--- config.mk ---
export PLATFORM = sky130hd
export DESIGN_NAME = lsu_mem_port
export DESIGN_NICKNAME = d
export VERILOG_FILES = /design/src/rtl/lsu_mem_port.sv
export SDC_FILE = /design/constraint.sdc
export NUM_CORES = 1
export LEC_CHECK = 0
export ABC_AREA = 1
export ABC_CLOCK_PERIOD_IN_PS = 4400
export CAP_MARGIN = 0
export CORE_UTILIZATION = 52
export CTS_CLUSTER_DIAMETER = 150
export DETAILED_ROUTE_END_ITERATION = 8
export PLACE_DENSITY = 0.93
export RECOVER_POWER = 50
export SYNTH_ARGS = -nofsm -noshare
export SYNTH_HDL_FRONTEND = slang
export SYNTH_SLANG_ARGS = --single-unit
--- constraint.sdc ---
create_clock -name clk -period 4.4 [get_ports clk]
set_clock_uncertainty 0.15 [all_clocks]
set_input_delay 0.44 -clock clk [delete_from_list [all_inputs] [get_ports clk]]
set_output_delay 0.44 -clock clk [all_outputs]
set_load 0.005 [all_outputs]
--- src/rtl/lsu_mem_port.sv ---
// Load/store port between the core's execute stage and a word-wide data memory.
// Sub-word stores go through a read-modify-write pass because the memory only writes whole words.
module lsu_mem_port #(
    parameter int ADDR_WIDTH = 8
) (
    input  logic                  clk,
    input  logic                  rst,
    input  logic                  req_valid,
    output logic                  req_ready,
    input  logic                  req_we,
    input  logic [1:0]            req_size,
    input  logic                  req_unsigned,
    input  logic [ADDR_WIDTH-1:0] req_addr,
    input  logic [31:0]           req_wdata,
    output logic                  rsp_valid,
    input  logic                  rsp_ready,
    output logic [31:0]           rsp_rdata,
    output logic                  rsp_err,
    output logic [ADDR_WIDTH-1:0] mem_addr,
    output logic [31:0]           mem_wdata,
    output logic                  mem_we,
    input  logic [31:0]           mem_rdata
);

    typedef enum logic [2:0] {
        IDLE,
        LOAD,
        RMW,
        STORE,
        RESP
    } state_t;

    state_t      state;
    logic [1:0]  cap_size;
    logic        cap_unsigned;
    logic [1:0]  cap_lane;
    logic [31:0] cap_wdata;

    logic        req_err;
    logic [4:0]  shamt;
    logic [31:0] shifted;
    logic [31:0] load_data;
    logic [31:0] lane_mask;
    logic [31:0] merged;

    assign req_err = (req_size == 2'd3)
                  || (req_size == 2'd1 && req_addr[0])
                  || (req_size == 2'd2 && req_addr[1:0] != 2'b00);

    assign shamt   = {cap_lane, 3'b000};
    assign shifted = mem_rdata >> shamt;

    always_comb begin
        load_data = mem_rdata;
        case (cap_size)
            2'd0:    load_data = cap_unsigned ? {24'd0, shifted[7:0]}
                                              : {{24{shifted[7]}}, shifted[7:0]};
            2'd1:    load_data = cap_unsigned ? {16'd0, shifted[15:0]}
                                              : {{16{shifted[15]}}, shifted[15:0]};
            default: load_data = mem_rdata;
        endcase
    end

    assign lane_mask = ((cap_size == 2'd0) ? 32'h0000_00ff : 32'h0000_ffff) << shamt;
    assign merged    = (mem_rdata & ~lane_mask) | ((cap_wdata << shamt) & lane_mask);

    // NOTE: reset gates these combinationally so a write in flight is suppressed in the reset cycle itself.
    assign req_ready = (state == IDLE)  && !rst;
    assign mem_we    = (state == STORE) && !rst;
    assign rsp_valid = (state == RESP);

    // NOTE: all state below uses non-blocking assignments so every register sees pre-edge values.
    always_ff @(posedge clk) begin
        if (rst) begin
            state        <= IDLE;
            cap_size     <= 2'd0;
            cap_unsigned <= 1'b0;
            cap_lane     <= 2'd0;
            cap_wdata    <= 32'd0;
            rsp_rdata    <= 32'd0;
            rsp_err      <= 1'b0;
            mem_addr     <= '0;
            mem_wdata    <= 32'd0;
        end else begin
            case (state)
                IDLE: begin
                    if (req_valid) begin
                        cap_size     <= req_size;
                        cap_unsigned <= req_unsigned;
                        cap_lane     <= req_addr[1:0];
                        cap_wdata    <= req_wdata;
                        rsp_rdata    <= 32'd0;
                        if (req_err) begin
                            rsp_err <= 1'b1;
                            state   <= RESP;
                        end else begin
                            rsp_err   <= 1'b0;
                            mem_addr  <= {req_addr[ADDR_WIDTH-1:2], 2'b00};
                            // Word stores write req_wdata directly; RMW overwrites this with the merge.
                            mem_wdata <= req_we ? req_wdata : 32'd0;
                            if (!req_we)
                                state <= LOAD;
                            else if (req_size == 2'd2)
                                state <= STORE;
                            else
                                state <= RMW;
                        end
                    end
                end
                LOAD: begin
                    rsp_rdata <= load_data;
                    mem_addr  <= '0;
                    state     <= RESP;
                end
                RMW: begin
                    mem_wdata <= merged;
                    state     <= STORE;
                end
                STORE: begin
                    mem_addr  <= '0;
                    mem_wdata <= 32'd0;
                    state     <= RESP;
                end
                RESP: begin
                    if (rsp_ready)
                        state <= IDLE;
                end
                default: state <= IDLE;
            endcase
        end
    end

endmodule

* After elaboration in Yosys (flattened, before gate mapping)
Index checks and enable logic that the tools add are counted.
** Word-level totals
- Register bits :: 113
- Input bits :: 80
- Output and inout port bits :: 76
- Logic and storage cells :: 66
** Operators by class
- Shift operators :: 3
- Equality and inequality tests :: 11
- Muxes and demuxes :: 20
- Bitwise operators :: 4
- Reduce and logical (&&, ||, !) cells :: 19
** Operators with widths (number)
- $mux W32 :: 6
- $pmux W32 S2 :: 2
- $pmux W32 S3 :: 1
- $and A32 B32 Y32 :: 2
- $not A32 Y32 :: 1
- $or A32 B32 Y32 :: 1
- $shl A16 B5 Y32 :: 1
- $shl A32 B5 Y32 :: 1
- $shr A32 B5 Y16 :: 1
- $mux W16 :: 1
- $mux W8 :: 2
- $pmux W8 S2 :: 1
- $pmux W3 S4 :: 1
- $mux W3 :: 3
- $eq A3 B2 Y1 const B :: 2
- $reduce_and A2 Y1 :: 3
- $reduce_and A3 Y1 :: 2
- $reduce_bool A2 Y1 :: 3
- $eq A2 B1 Y1 const B :: 2
- $eq A2 B2 Y1 const B :: 2
- $logic_and A1 B1 Y1 :: 4
- $ne A2 B2 Y1 const B :: 2
- $eq A3 B1 Y1 const B :: 1
- $eq A3 B3 Y1 const B :: 1
- 9 further kinds :: 11

* Longest topological paths before layout
Gate-level depths: netlist (run 1).
- Depth in word-level cells :: 7
- Mapped depth :: 11
- Gate-level depth less buffers :: 9

* Worst setup path before layout (run 1)
No wires, ideal clock.
- Path kind :: in2reg
- From :: input req_size[1]
- To :: register mem_wdata[4]
- Setup time :: 0.116 ns
- Buffers on the path :: 2
- Stages on the path :: 8
- Data arrival time :: 1.383 ns
- Path slack :: 2.751 ns
- Data required time :: 4.134 ns
- Cell sequence :: o21ai_0 > o21ai_1 > nand2_2 > nand2_1 > buf_4 > buf_4 > o21ai_0 > nor2_1
** On the way
- Cells in the longest elaborated chain, start to end :: 6
- Elaborated cells between the ends (all ways) :: 9
- Classes of those cells :: eq/ne (4); reduce/logical (5)
** Ends and longest elaborated chain
- start, declared :: RTL line 11 : input logic [1:0] req_size,
- $eq A2 B1 Y1 :: RTL line 47 : || (req_size == 2'd1 && req_addr[0])
- $logic_and A1 B1 Y1 :: RTL line 47
- $logic_or A1 B1 Y1 :: RTL line 47
- $logic_or A1 B1 Y1 (*) :: RTL line 48 : || (req_size == 2'd2 && req_addr[1:0] != 2'b00);
- $ne A2 B2 Y1 (no source line) (*)
- $reduce_and A3 Y1 (no source line) (*)
- end signal, assigned :: RTL line 100 : mem_wdata <= req_we ? req_wdata : 32'd0;
- end signal, assigned :: RTL line 116 : mem_wdata <= merged;
- end, declared :: RTL line 20 : output logic [31:0] mem_wdata,
Mark *: on every way between the ends. The rest lies on a longest branch, timed or not.
A chain may end at the register's enable or synchronous reset.

==> results.yml, run 1 <==
status:
  outcome: "complete, but fails checks"
  violations: "capacitance limit, slew limit"
worst_setup_path:
  worstPathRequired_ps: 4540
  regToRegSetupSlack_ps: 1480
  critPathCaptureType: "flop"
  worstSetupStartpointType: "primary input"
  timing.rr.end: "mem_wdata[21]"
  worstPathArrival_ps: 3620
  crit-reg2reg-launch: "cap_lane[0]"
  setup.worst_path.end: "cap_lane[0]"
  path_class: "primary input to flop"
  cp-startpoint: "rst"
  rr_worst_depth: 7
  worstPathMaxFanout: 62
cts:
  ctsResizeCount: 0
  cts_setup_buffers: 0
  numCtsBuffers: 9
  cts_tree: "yes"
  max-clock-path-buffers: 2
  htreeDepth: 3
  root_buffer: "clkbuf_8"
  clkSlewWorstSetupHoldPaths_ps: 100
  clkSinkCount: 103
  ctsHoldBuffers: 0
  clk_latency_ps: 360
layout:
  fillCellCount: 888
  final_common_cell: "nand2_1"
  nNetsFinal: 1056
  multiInputGateArea_um2: 2780
  postLayoutCoreUtil_pct: 69.2
  drive_above_1_share_pct: 3.67
  seqCellArea_um2: 2060
  fin_area_um2: 7080
  most-common-layout-cells: "274 x nand2_1, 127 x a21oi_1, 103 x dfxtp_1"
  antenna_cells: 0
  syn_to_final_growth_pct: 29.7
  final_cell_count_no_fill: 1116
grt:
  grt_max_degree: 63
  overflow: 0
  grt_pass1_vias: 5768
  antenna_found_initial: 0
  grt.total_usage_pct: 31.2
  grt_pass1_wl_mm: 27.6
sta:
  fin_hold_ws_ps: 316
  rsz0062_at_grt: "no"
  setup_viol: 0
  min_period_over_period_pct: 79.1
  fin_crit_ps: 3480
  maxSlewViolCount: 63
  tns_ps: 0
  max_freq_mhz: 287
  worst_slew_pin_slew_ps: 2290
  slew_headroom_pct: -52.3
  final_hold_viol_count: 0
die:
  coreArea_um2: 10200
  die_y_um: 104
  num_rows: 37
  die_x_um: 104
  die_area_um2: 10900
  io_pins: 156
  initial_utilization_pct: 53.3
hold_path:
  min-delay-path-class: "flop to flop"
  hold_depth: 2
route:
  drtIter0Drc: 497
  drtAntennaViolNets: 0
  dr.pass1.iters: 6
  drt_wl_total_mm: 17.0
  route.detailed.drc: 0
  vias: 6216
  drt-vias-per-instance: 5.57
  avgRoutedWirePerCell_um: 15.2
synthesis:
  ys_seq_elements: 103
  netlist_area_um2: 5460
  synth_edf_count: 0
  syn_area_per_cell_um2: 6.34
  ys_types: 26
  yosys_warnings: 0
  async_reset_ff_share_pct: 0
  ys.flop_type: "dfxtp_1"
  syn_inst: 861
  yosysSeqAreaShare_pct: 37.8
power:
  clkPwrFrac_pct: 22.4
  peakVddDrop_mv: 0.204
  p_switching_uw: 896
  pwr_density_cell_nw_per_um2: 345
  swShare_pct: 36.7
  p_int_uw: 1550
  comb_power_share_pct: 32.6
  leakage_uw: 0.00312
  seq_power_share_pct: 45.1
place:
  io_buffers: 153
  dpl.hpwl_mm: 12.4
  dpl_cell_area_um2: 6920
  numPlacedInstances: 1101
  globalplace.congestion: 0.975
job:
  drv_cap: 1
final cells by class:
type	count	share of cell area [%]
tap	136	2.40
clock inverter	6	0.637
clock buffer	9	1.75
inverter	87	4.65
timing repair buffer	158	22.1
sequential	103	29.1
multi-input combinational	617	39.3
per-layer routing:
layer | track usage, % | wire length (µm) | vias up
met5 | 0 | 0 | -
met4 | 13.6 | 550 | 0
met3 | 4.95 | 1330 | 54
met2 | 52.3 | 8010 | 338
met1 | 39.5 | 7100 | 2822
li1 | - | - | 3002
synthesized netlist by cell type, types with 3 or more instances:
master    number  share of area, %
o21ai_1        5              0.46
inv_1         78               5.4
inv_2          8              0.55
buf_2         19               1.7
o211ai_1      27               3.7
nor2_2         3              0.34
nand3_1       29               2.7
nand4_1        6              0.69
nand2_2        4              0.46
clkbuf_1      23               1.6
nor2_1        62               4.3
dfxtp_1      103                38
nand2_1      273                19
buf_4          9               1.2
a21oi_1      127                12
o21ai_0       69               6.3
worst min path at each step:
| stage | from | endpoint |
|---|---|---|
| floorplan | cap_wdata[10] | cap_wdata[10] |
| global placement | rsp_rdata[12] | rsp_rdata[12] |
| detailed placement | rsp_rdata[5] | rsp_rdata[5] |
| CTS | rsp_rdata[5] | rsp_rdata[5] |
| global route | rsp_rdata[6] | rsp_rdata[6] |
| finish | rsp_rdata[6] | rsp_rdata[6] |
power by group through the flow:
stage               combinational [µW]  clock [µW]  sequential [µW]
floorplan                          521           0             1100
global placement                   785           0             1120
detailed placement                 803           0             1120
CTS                                808         548             1100
global route                       883         586             1110
finish                             795         546             1100
critical path, stage by stage:
cell             delay [ps]
clkdlybuf4s50_1         430
buf_4                   280
inv_1                    90
clkbuf_1               1620
o21ai_0                 510
a21oi_1                 240
stage by stage:
| stage | setup slack (ps) | total power [µW] |
|---|---|---|
| 2_1_floorplan | 2750 | 1620 |
| 3_3_place_gp | 1710 | 1900 |
| 3_5_place_dp | 1610 | 1920 |
| 4_1_cts | 1580 | 2460 |
| 5_1_grt | 735 | 2580 |
| 6_report | 919 | 2440 |
cell families after synthesis:
kind of cell	Yosys count	share of synthesized area, %
flip-flops	103	37.8
other	1	0.0687
AND/OR/NAND/NOR	382	28.2
buffers and inverters	142	11.1
AO/OA/AOI/OAI	233	22.8
flip-flops by register name, indices dropped and copies added, names as in the netlist:
| name | flops |
|---|---|
| mem_wdata | 32 |
| rsp_rdata | 32 |
| state | 3 |
| cap_size | 2 |
| mem_addr | 6 |
| cap_wdata | 24 |
| cap_lane | 2 |
| cap_unsigned | 1 |
| rsp_err | 1 |
(Power assumes the default switching activity.)
==> inputs of run 2 (changes only) <==
--- a/config.mk
+++ b/config.mk
@@ -6,12 +6,12 @@
 export NUM_CORES = 1
 export LEC_CHECK = 0
 export ABC_AREA = 1
-export ABC_CLOCK_PERIOD_IN_PS = 4400
+export ABC_CLOCK_PERIOD_IN_PS = 3390
 export CAP_MARGIN = 0
-export CORE_UTILIZATION = 52
+export CORE_UTILIZATION = 48
 export CTS_CLUSTER_DIAMETER = 150
 export DETAILED_ROUTE_END_ITERATION = 8
-export PLACE_DENSITY = 0.93
+export PLACE_DENSITY = 0.87
 export RECOVER_POWER = 50
 export SYNTH_ARGS = -nofsm -noshare
 export SYNTH_HDL_FRONTEND = slang
==> constraint.sdc (replaced) <==
create_clock -name clk -period 3.39 [get_ports clk]
set_clock_uncertainty 0.15 [all_clocks]
set_input_delay 0.339 -clock clk [delete_from_list [all_inputs] [get_ports clk]]
set_output_delay 0.339 -clock clk [all_outputs]
set_load 0.005 [all_outputs]
==> run 2 against run 1 <==
The flow now finishes without violations. Cell count up 0.90%. Sequential share of layout area down 0.61 points. Count of clock-buffer cells in the layout grew 1. Non-clock buffer count rose by 6. Setup slack lost 190 ps. Via count down 2.7%. Total power up 41%. Utilization down 3.1 points. Die area is 8.2% higher. Sequential cell count did not move. Global-route usage decreased by 2.5 points. Register-to-register slack lost 750 ps.
==> results.yml, run 2 (synthesis results as in run 1) <==
status:
  outcome: "complete, no violations"
die:
  num_rows: 38
  io_pins: 156
  die_x_um: 109
  coreArea_um2: 10900
  die_y_um: 109
  initial_utilization_pct: 49.9
  die_area_um2: 11800
route:
  drtIter0Drc: 534
  route.detailed.drc: 0
  drt_wl_total_mm: 16.7
  dr.pass1.iters: 5
  drt-vias-per-instance: 5.37
  vias: 6047
  avgRoutedWirePerCell_um: 14.9
  drtAntennaViolNets: 0
grt:
  use_met1_pct: 38.6
  gr-max-usage-layer: "met2"
  grt_pass1_vias: 5462
  grt.total_usage_pct: 28.7
  grt.met3_usage_pct: 4.36
  antenna_found_initial: 0
  overflow: 0
  grt_pass1_wl_mm: 26.4
  grt_max_degree: 63
  gr-usage-met2_pct: 45.9
layout:
  seqCellArea_um2: 2060
  final_common_cell: "nand2_1"
  multiInputGateArea_um2: 2780
  top_regs: "mem_wdata (32), rsp_rdata (32), cap_wdata (24)"
  syn_to_final_growth_pct: 32.4
  most-common-layout-cells: "273 x nand2_1, 127 x a21oi_1, 103 x dfxtp_1"
  nNetsFinal: 1062
  antenna_cells: 0
  drive_above_1_share_pct: 4.26
  fillCellCount: 982
  fin_area_um2: 7230
  postLayoutCoreUtil_pct: 66.1
  final_cell_count_no_fill: 1126
power:
  pwr_density_cell_nw_per_um2: 475
  peakVddDrop_mv: 0.321
  power_uw: 3430
  leakage_uw: 0.00320
worst_setup_path:
  path_delay_family: "buffers and inverters"
  worstPathMaxFanout: 31
  path_class: "flop to flop"
  regToRegSetupSlack_ps: 730
  worstSetupPathDepth: 9
  worstSetupStartpointType: "flop"
  cp_slowest_stage_delay_ps: 950
  critPathCaptureType: "flop"
  worstPathArrival_ps: 2780
  cpMaxStageDelayCell: "clkbuf_1"
  path_common_cell: "nand2_1"
  cp_cell_sequence: "inv_1 > nor2_1 > nand2_1 > buf_4 > inv_2 > nor2_2 > clkbuf_1 > nand2_1 > a21oi_1"
  crit_buf_inv: 4
  worstPathRequired_ps: 3510
  rr_worst_depth: 9
sta:
  worst_slew_pin_slew_ps: 1290
  fin_crit_ps: 2660
  setup_viol: 0
  final_hold_viol_count: 0
  max_freq_mhz: 375
  slew_headroom_pct: 14.1
  maxSlewViolCount: 0
  min_period_over_period_pct: 78.6
  tns_ps: 0
  rsz0062_at_grt: "no"
hold_path:
  hold_depth: 2
  min-delay-path-class: "flop to flop"
cts:
  clk_latency_ps: 340
  ctsHoldBuffers: 0
  clkSinkCount: 103
  root_buffer: "clkbuf_16"
  htreeDepth: 3
  ctsResizeCount: 0
  cts_setup_buffers: 0
  clkSlewWorstSetupHoldPaths_ps: 70
  numCtsBuffers: 9
  max-clock-path-buffers: 2
  cts_tree: "yes"
place:
  io_buffers: 153
  dpl_cell_area_um2: 6970
  globalplace.congestion: 0.945
  numPlacedInstances: 1111
  dpl.hpwl_mm: 12.1
job:
  drv_cap: 0
run 2: power breakdown:
| part | leakage [µW] | internal (µW) | switching, µW |
|---|---|---|---|
| Combinational | 0.00223 | 411 | 636 |
| Clock | 0.000126 | 503 | 469 |
| Sequential | 0.000844 | 1340 | 80.2 |
| Total | 0.00320 | 2250 | 1180 |
run 2: final timing paths:
check / from / end
max: state[0] / rsp_rdata[16]
min: rsp_err / rsp_err
max reg2reg: state[0] / rsp_rdata[16]
min reg2reg: rsp_err / rsp_err
run 2: layout make-up:
type | count | share of cell area [%]
Sequential cell | 103 | 28.5
Inverter | 87 | 4.55
Tap cell | 140 | 2.42
Clock inverter | 5 | 0.571
Timing Repair Buffer | 164 | 22.2
Multi-Input combinational cell | 617 | 38.5
Clock buffer | 10 | 3.17
run 2: metal layers:
metal | vias up | wire length, µm
li1 | 3014 | -
met1 | 2702 | 7430
met2 | 293 | 7460
met3 | 38 | 1350
met4 | 0 | 506
met5 | - | 0
run 2: per-stage QoR:
stage / hold slack [ps] / setup slack, ps
2_1_floorplan: 291 / 1840
3_3_place_gp: 300 / 939
3_5_place_dp: 305 / 817
4_1_cts: 314 / 1100
5_1_grt: 332 / 469
6_report: 310 / 726
run 2: worst reg2reg max path: cells and delay by family, from the launching register on:
kind	cells	cell delay [ps]
compound gates	1	190
flops	1	330
simple gates	4	460
buf+inv	4	1470
